===== src/rtl/phv_pkg.sv =====
// phv_pkg: shared PHV beat geometry and the stored beat record.
package phv_pkg;
  localparam int PHV_BYTES = 128;
  localparam int BEAT_W = 1024;
  localparam int OUT_W = 512;
  typedef struct packed {
    logic last;
    logic [BEAT_W-1:0] data;
  } beat_t;
  typedef enum logic {LO = 1'b0, HI = 1'b1} phase_t;
endpackage


===== src/rtl/sync_fifo.sv =====
// sync_fifo: synchronous FIFO with registered count; read data is the combinational head entry.
module sync_fifo #(
  parameter int W = 1025,
  parameter int DEPTH = 4,
  localparam int AW = $clog2(DEPTH),
  localparam int CW = $clog2(DEPTH + 1)
) (
  input  logic          clock,
  input  logic          reset,
  input  logic          wr_en,
  input  logic [W-1:0]  wr_data,
  input  logic          rd_en,
  output logic [W-1:0]  rd_data,
  output logic          full,
  output logic          empty,
  output logic [CW-1:0] count
);
  logic [W-1:0] mem [DEPTH];
  logic [AW-1:0] wp, rp;
  always_ff @(posedge clock)
    if (wr_en) mem[wp] <= wr_data;
  always_ff @(posedge clock) begin
    if (reset) begin
      wp <= '0;
      rp <= '0;
      count <= '0;
    end else begin
      if (wr_en) wp <= wp + 1'b1;
      if (rd_en) rp <= rp + 1'b1;
      count <= count + CW'(wr_en) - CW'(rd_en);
    end
  end
  assign rd_data = mem[rp];
  assign full = count == CW'(DEPTH);
  assign empty = count == '0;
endmodule


===== src/rtl/out_serializer.sv =====
// out_serializer: buffers 1024-bit beats and emits them as two 512-bit halves (LO then HI).
// Optional OUT_SERIALIZER_DROP_CNT_EN adds a saturating dropped-beat counter.
module out_serializer #(
  parameter int DEPTH = 4,
  parameter int OUT_W = 512
) (
  input  logic              clock,
  input  logic              reset,
  input  logic [2*OUT_W-1:0] io_in_data,
  input  logic              io_in_en,
  input  logic              io_in_last,
  output logic [OUT_W-1:0]  io_out_data,
  output logic              io_out_valid,
  input  logic              io_out_ready,
  output logic              io_out_last,
  output logic              io_overflow,
  output logic [31:0]       io_drop_cnt
);
  import phv_pkg::*;
  localparam int CW = $clog2(DEPTH + 1);
  phase_t phase, phase_nx;
  beat_t head;
  logic full, empty, hs, pop, wr, drop;
  logic [CW-1:0] count;
  sync_fifo #(.W(BEAT_W + 1), .DEPTH(DEPTH)) u_fifo (
    .clock(clock),
    .reset(reset),
    .wr_en(wr),
    .wr_data({io_in_last, io_in_data}),
    .rd_en(pop),
    .rd_data(head),
    .full(full),
    .empty(empty),
    .count(count)
  );
  // a full FIFO still accepts a beat when the final half leaves in the same cycle
  assign hs = io_out_valid & io_out_ready;
  assign pop = hs & (phase == HI);
  assign wr = io_in_en & (~full | pop);
  assign drop = io_in_en & full & ~pop;
  always_ff @(posedge clock)
    phase <= reset ? LO : phase_nx;
  always_comb begin
    phase_nx = phase;
    if (hs) phase_nx = (phase == LO) ? HI : LO;
  end
  assign io_out_valid = ~empty;
  assign io_out_data = (phase == HI) ? head.data[2*OUT_W-1:OUT_W] : head.data[OUT_W-1:0];
  assign io_out_last = (phase == HI) & head.last & (count != '0);
  always_ff @(posedge clock)
    if (reset) io_overflow <= 1'b0;
    else if (drop) io_overflow <= 1'b1;
`ifdef OUT_SERIALIZER_DROP_CNT_EN
  logic [31:0] drop_cnt;
  always_ff @(posedge clock)
    if (reset) drop_cnt <= '0;
    else if (drop && drop_cnt != '1) drop_cnt <= drop_cnt + 1'b1;
  assign io_drop_cnt = drop_cnt;
`else
  assign io_drop_cnt = '0;
`endif
endmodule


===== config.mk =====
export PLATFORM = sky130hd
export DESIGN_NAME = out_serializer
export DESIGN_NICKNAME = d
export VERILOG_FILES = /design/src/rtl/phv_pkg.sv /design/src/rtl/sync_fifo.sv /design/src/rtl/out_serializer.sv
export SDC_FILE = /design/constraint.sdc
export NUM_CORES = 2
export LEC_CHECK = 0
export CORE_AREA = 2 2 607 609
export CTS_CLUSTER_SIZE = 28
export DETAILED_ROUTE_END_ITERATION = 12
export DIE_AREA = 0 0 609 611
export GPL_TIMING_DRIVEN = 0
export PLACE_DENSITY = 0.68
export SLEW_MARGIN = 30
export SYNTH_ARGS = -nofsm -noshare
export SYNTH_HDL_FRONTEND = slang
export SYNTH_MEMORY_MAX_BITS = 65536
export SYNTH_SLANG_ARGS = --single-unit

===== constraint.sdc =====
create_clock -name clock -period 72.1 [get_ports clock]
set_input_delay 7.21 -clock clock [delete_from_list [all_inputs] [get_ports clock]]
set_output_delay 7.21 -clock clock [all_outputs]
set_load 0.05 [all_outputs]

==> results list <==
- The first detailed-routing pass took 8 iterations.
* Vias after detailed routing: 74050
* Synth Instances: 6022
- Across the run, the number of max-cap violations was 0.
- Vertical die dimension: 611 um
- Derived from the worst setup path, the maximum achievable clock frequency is 0.07982 GHz.
- Number of top-level design ports: 1576
* Die Area: 0.3721 mm^2
* Fillcell total: 27540
* Sum of overflow across all layers after global routing: 0
- The startpoint identified for the worst hold timing path is io_overflow$_SDFFE_PP0P_.
* Internal power contribution: 4951 uW
- Warning count from the yosys run: 0
* Register clock-pin slew on the reported worst setup and hold paths: 60 ps
- The startpoint identified for the worst register-to-register timing path is u_fifo.count[1]$_SDFF_PP0_.
* Max stage delay cell, worst path: clkdlybuf4s50_1
* Unrepaired setup endpoints after global routing: no
* Hold bufs inserted after CTS: 0
* Routed len/inst: 31.29 um
* Critical path arrival: 5320 ps
- Number of hold violations in the final report: 0
* Clock share of power: 28.6%
- The setup path with the least slack is of type flip-flop to output pin.
- For the worst-skew pair, the clock arrives at the later sink with an insertion delay of 940 ps.
- Relative to the synthesized area, the layout overhead comes to 24.72%.
- The synthesized netlist occupies a cell area of 0.1542 mm^2.
* Cts bufs inserted: 412
- The root buffer cell chosen for the clock tree is clkbuf_16.
- Combinational logic burns 29.1% of the power.
* # Post-CTS Setup Buffers: 0
* Placement-stage cell area: 0.1790 mm^2
* Shortest period the worst path allows: 12530 ps
- The cell family contributing the most delay on the critical path is buffers and inverters.
- The worst path uses 17.38% of the clock period.
* Tightest Pin Transition: 1018 ps
- Once layout is done, the placed cells without fillers occupy 0.1924 mm^2.
- Once layout is complete, the utilization of the core stands at 52.70%.
- For the worst setup path, the data required time is 64890 ps.
- Antenna viol nets, final: 0
- Count of final max-slew check failures: 0
* DRT iter0 DRCs: 7845
* Critical Path End Type: output pin
- The path class of the tightest hold or removal check is flip-flop to flip-flop.
- The number of global-route vias before repair came to 75890.
- Each instance of the synthesized netlist takes up on average 25.61 um^2.
- Input and output buffers added on the ports amount to 1542.
- On the final layout, the worst hold slack is 523.1 ps.
- In this run, distinct cell masters in the synthesized netlist total 30.
- The floorplan step set the die width to 609 um.
- Portion of total power attributed to sequential cells: 42.3%
* Largest stage delay, worst path: 940 ps
- DRC violation count after routing: 0
- Initial core utilization: 42.26%
* Placer Congestion: 0.8168
* Result of the run: complete, no violations
- Largest net degree at the start of global routing: 41
- Setup violations remaining at the end of the flow were counted as 0.
* Worst-case clock buffer depth: 4
- Power per Cell Area: 37.63 mW/mm^2
* Share of post-route cells with drive strength above 1: 28.58%
- Average vias per placed instance: 5.518
* Area of the placeable core: 0.3650 mm^2
- The clock net in this run drives a total of 4111 sinks.
- Proportion of total power due to net switching: 31.60%
- Floorplan row count: 222
- Final wirelength: 419900 um
- Leakage power of the design: 0.05987 uW
- The worst setup path is launched from a flip-flop.
- Setup_tns: 0 ps
* Global-route wire length before repair: 581300 um
- The clock arrives with 62.18 ps of skew.
* Level count of the clock H-tree: 5
- In the global route stage, overall resource usage came out at 22.03%.
- Portion of the post-synthesis area used by sequential elements: 79.97%
- Once the clock tree was built, the resizer swapped 0 gates to a different size.
- The synthesized design contains 4111 register bits.
* Worst vdd rail ir drop: 0.00003039 V
- Post-detail-place hpwl: 298100 um
* Net Sw Power: 2287 uW
* Crit path cell chain: buf_2 -> buf_2 -> buf_2 -> buf_1 -> mux4_2 -> mux2_2 -> clkdlybuf4s50_1
- Along the worst path, the maximum fanout reaches 10.
- Counting both buffers and inverters, the worst setup path holds a total of 5.
- The initial antenna violation count is 247.
- Cell occurring most often along the worst timing path: buf_2
- In this run the tightest slew margin relative to its limit is 31.94%.
- At the end of the flow, the number of nets in the layout was 9182.
- TritonCTS built the clock tree.
power groups by stage:
stage	registers [uW]	logic, uW	clock network, uW
2_1_floorplan	3530	1260	0
3_3_place_gp	3930	2030	0
3_5_place_dp	3110	2130	0
4_1_cts	3060	2140	2110
5_1_grt	3080	2180	2200
6_report	3060	2100	2070
layout make-up:
type                       instances  area, um^2  share of cell area [%]
antenna                          122       305.3                  0.1587
buffer                           319        1702                  0.8846
clock buffer                     519       10880                   5.657
clock inverter                   229        2160                   1.123
inverter                           7       26.28                 0.01366
multi-input combinational       1616       29320                   15.24
sequential                      4111      123300                   64.12
tap                             4816        6026                   3.133
timing repair buffer            1679       18590                   9.666
cells in the final DEF, fill, tap and decap left out, types with 8 or more instances in the layout:
cell,count
clkinv_2,55
clkbuf_2,22
clkinv_1,102
mux4_2,1025
diode_2,122
inv_6,9
buf_2,115
clkinvlp_4,8
clkinv_4,10
buf_16,58
clkdlybuf4s50_1,1538
nor2_1,8
buf_4,32
buf_12,79
edfxtp_1,4100
clkinv_16,8
clkbuf_1,207
buf_6,29
bufinv_16,31
conb_1,32
buf_1,17
clkbuf_16,420
dfxtp_1,11
mux2_2,513
cell usage after synthesis, drive strengths merged:
library cell  instances  share of area (%)
nor3                  7              0.023
a21boi                1             0.0049
and2                  5              0.020
fa                    1              0.013
o31ai                 1             0.0049
a31oi                 1             0.0041
ha                    6              0.049
dfxtp                11               0.14
or3                   1             0.0041
edfxtp             4100                 80
mux4               1025                 15
nor2                  8              0.019
conb                  1             0.0024
xnor2                 1             0.0057
buf                 189               0.77
nor3b                 1             0.0049
nand2                 2             0.0049
nor2b                 2             0.0081
xor2                  2              0.011
mux2                513                3.7
or4                   2             0.0097
o311ai                1             0.0057
inv                   7              0.017
and3                  1             0.0041
clkbuf              130               0.32
nand2b                1             0.0041
and4b                 2              0.013
sequential cells by signal, summed over array words and instances, names as in the netlist, named ones only:
signal and flops:
io_overflow 1, phase 1, u_fifo.count 3, u_fifo.mem 4100, u_fifo.rp 2, u_fifo.wp 2
tightest hold or removal path, stage by stage, from the launching register on:
cell	delay, ps
dfxtp_1	340
a31oi_1	50
nor2_1	90
metal layers:
| metal | vias up | GRT usage (%) | wire length, um |
|---|---|---|---|
| li1 | 30500 | - | - |
| met1 | 39110 | 26.18 | 150000 |
| met2 | 3343 | 36.84 | 211800 |
| met3 | 968 | 6.338 | 35800 |
| met4 | 126 | 10.83 | 21450 |
| met5 | - | 0 | 757 |
kinds of logic after synthesis:
group	after synthesis	share of synthesized area, %
AOI/OAI and AO/OA	4	0.01948
xor gates and xnor gates	3	0.01704
adders and majority gates	7	0.06165
buffers and inverters	326	1.102
DFF	4111	79.97
muxes	1538	18.71
other	1	0.002431
and+or+nand+nor	32	0.1152
per-stage QoR:
step / setup WS, ps / cells / total power [uW]
2_1_floorplan: 39880 / 6053 / 4790
3_3_place_gp: 19050 / 12410 / 5959
3_5_place_dp: 60220 / 12550 / 5236
4_1_cts: 59250 / 13300 / 7310
5_1_grt: 59330 / 13370 / 7462
6_report: 59570 / 13420 / 7238
final timing paths:
| check | end | slack (ps) | cells after the start |
|---|---|---|---|
| worst min-delay path | io_overflow$_SDFFE_PP0P_ | 520 | 2 |
| worst max register to register | u_fifo.mem[3][815]$_DFFE_PP_ | 67490 | 12 |
| worst max-delay path | io_out_data[352] | 59570 | 7 |
| worst min register to register | io_overflow$_SDFFE_PP0P_ | 520 | 2 |
No activity file was read; power rests on OpenSTA's default activity.
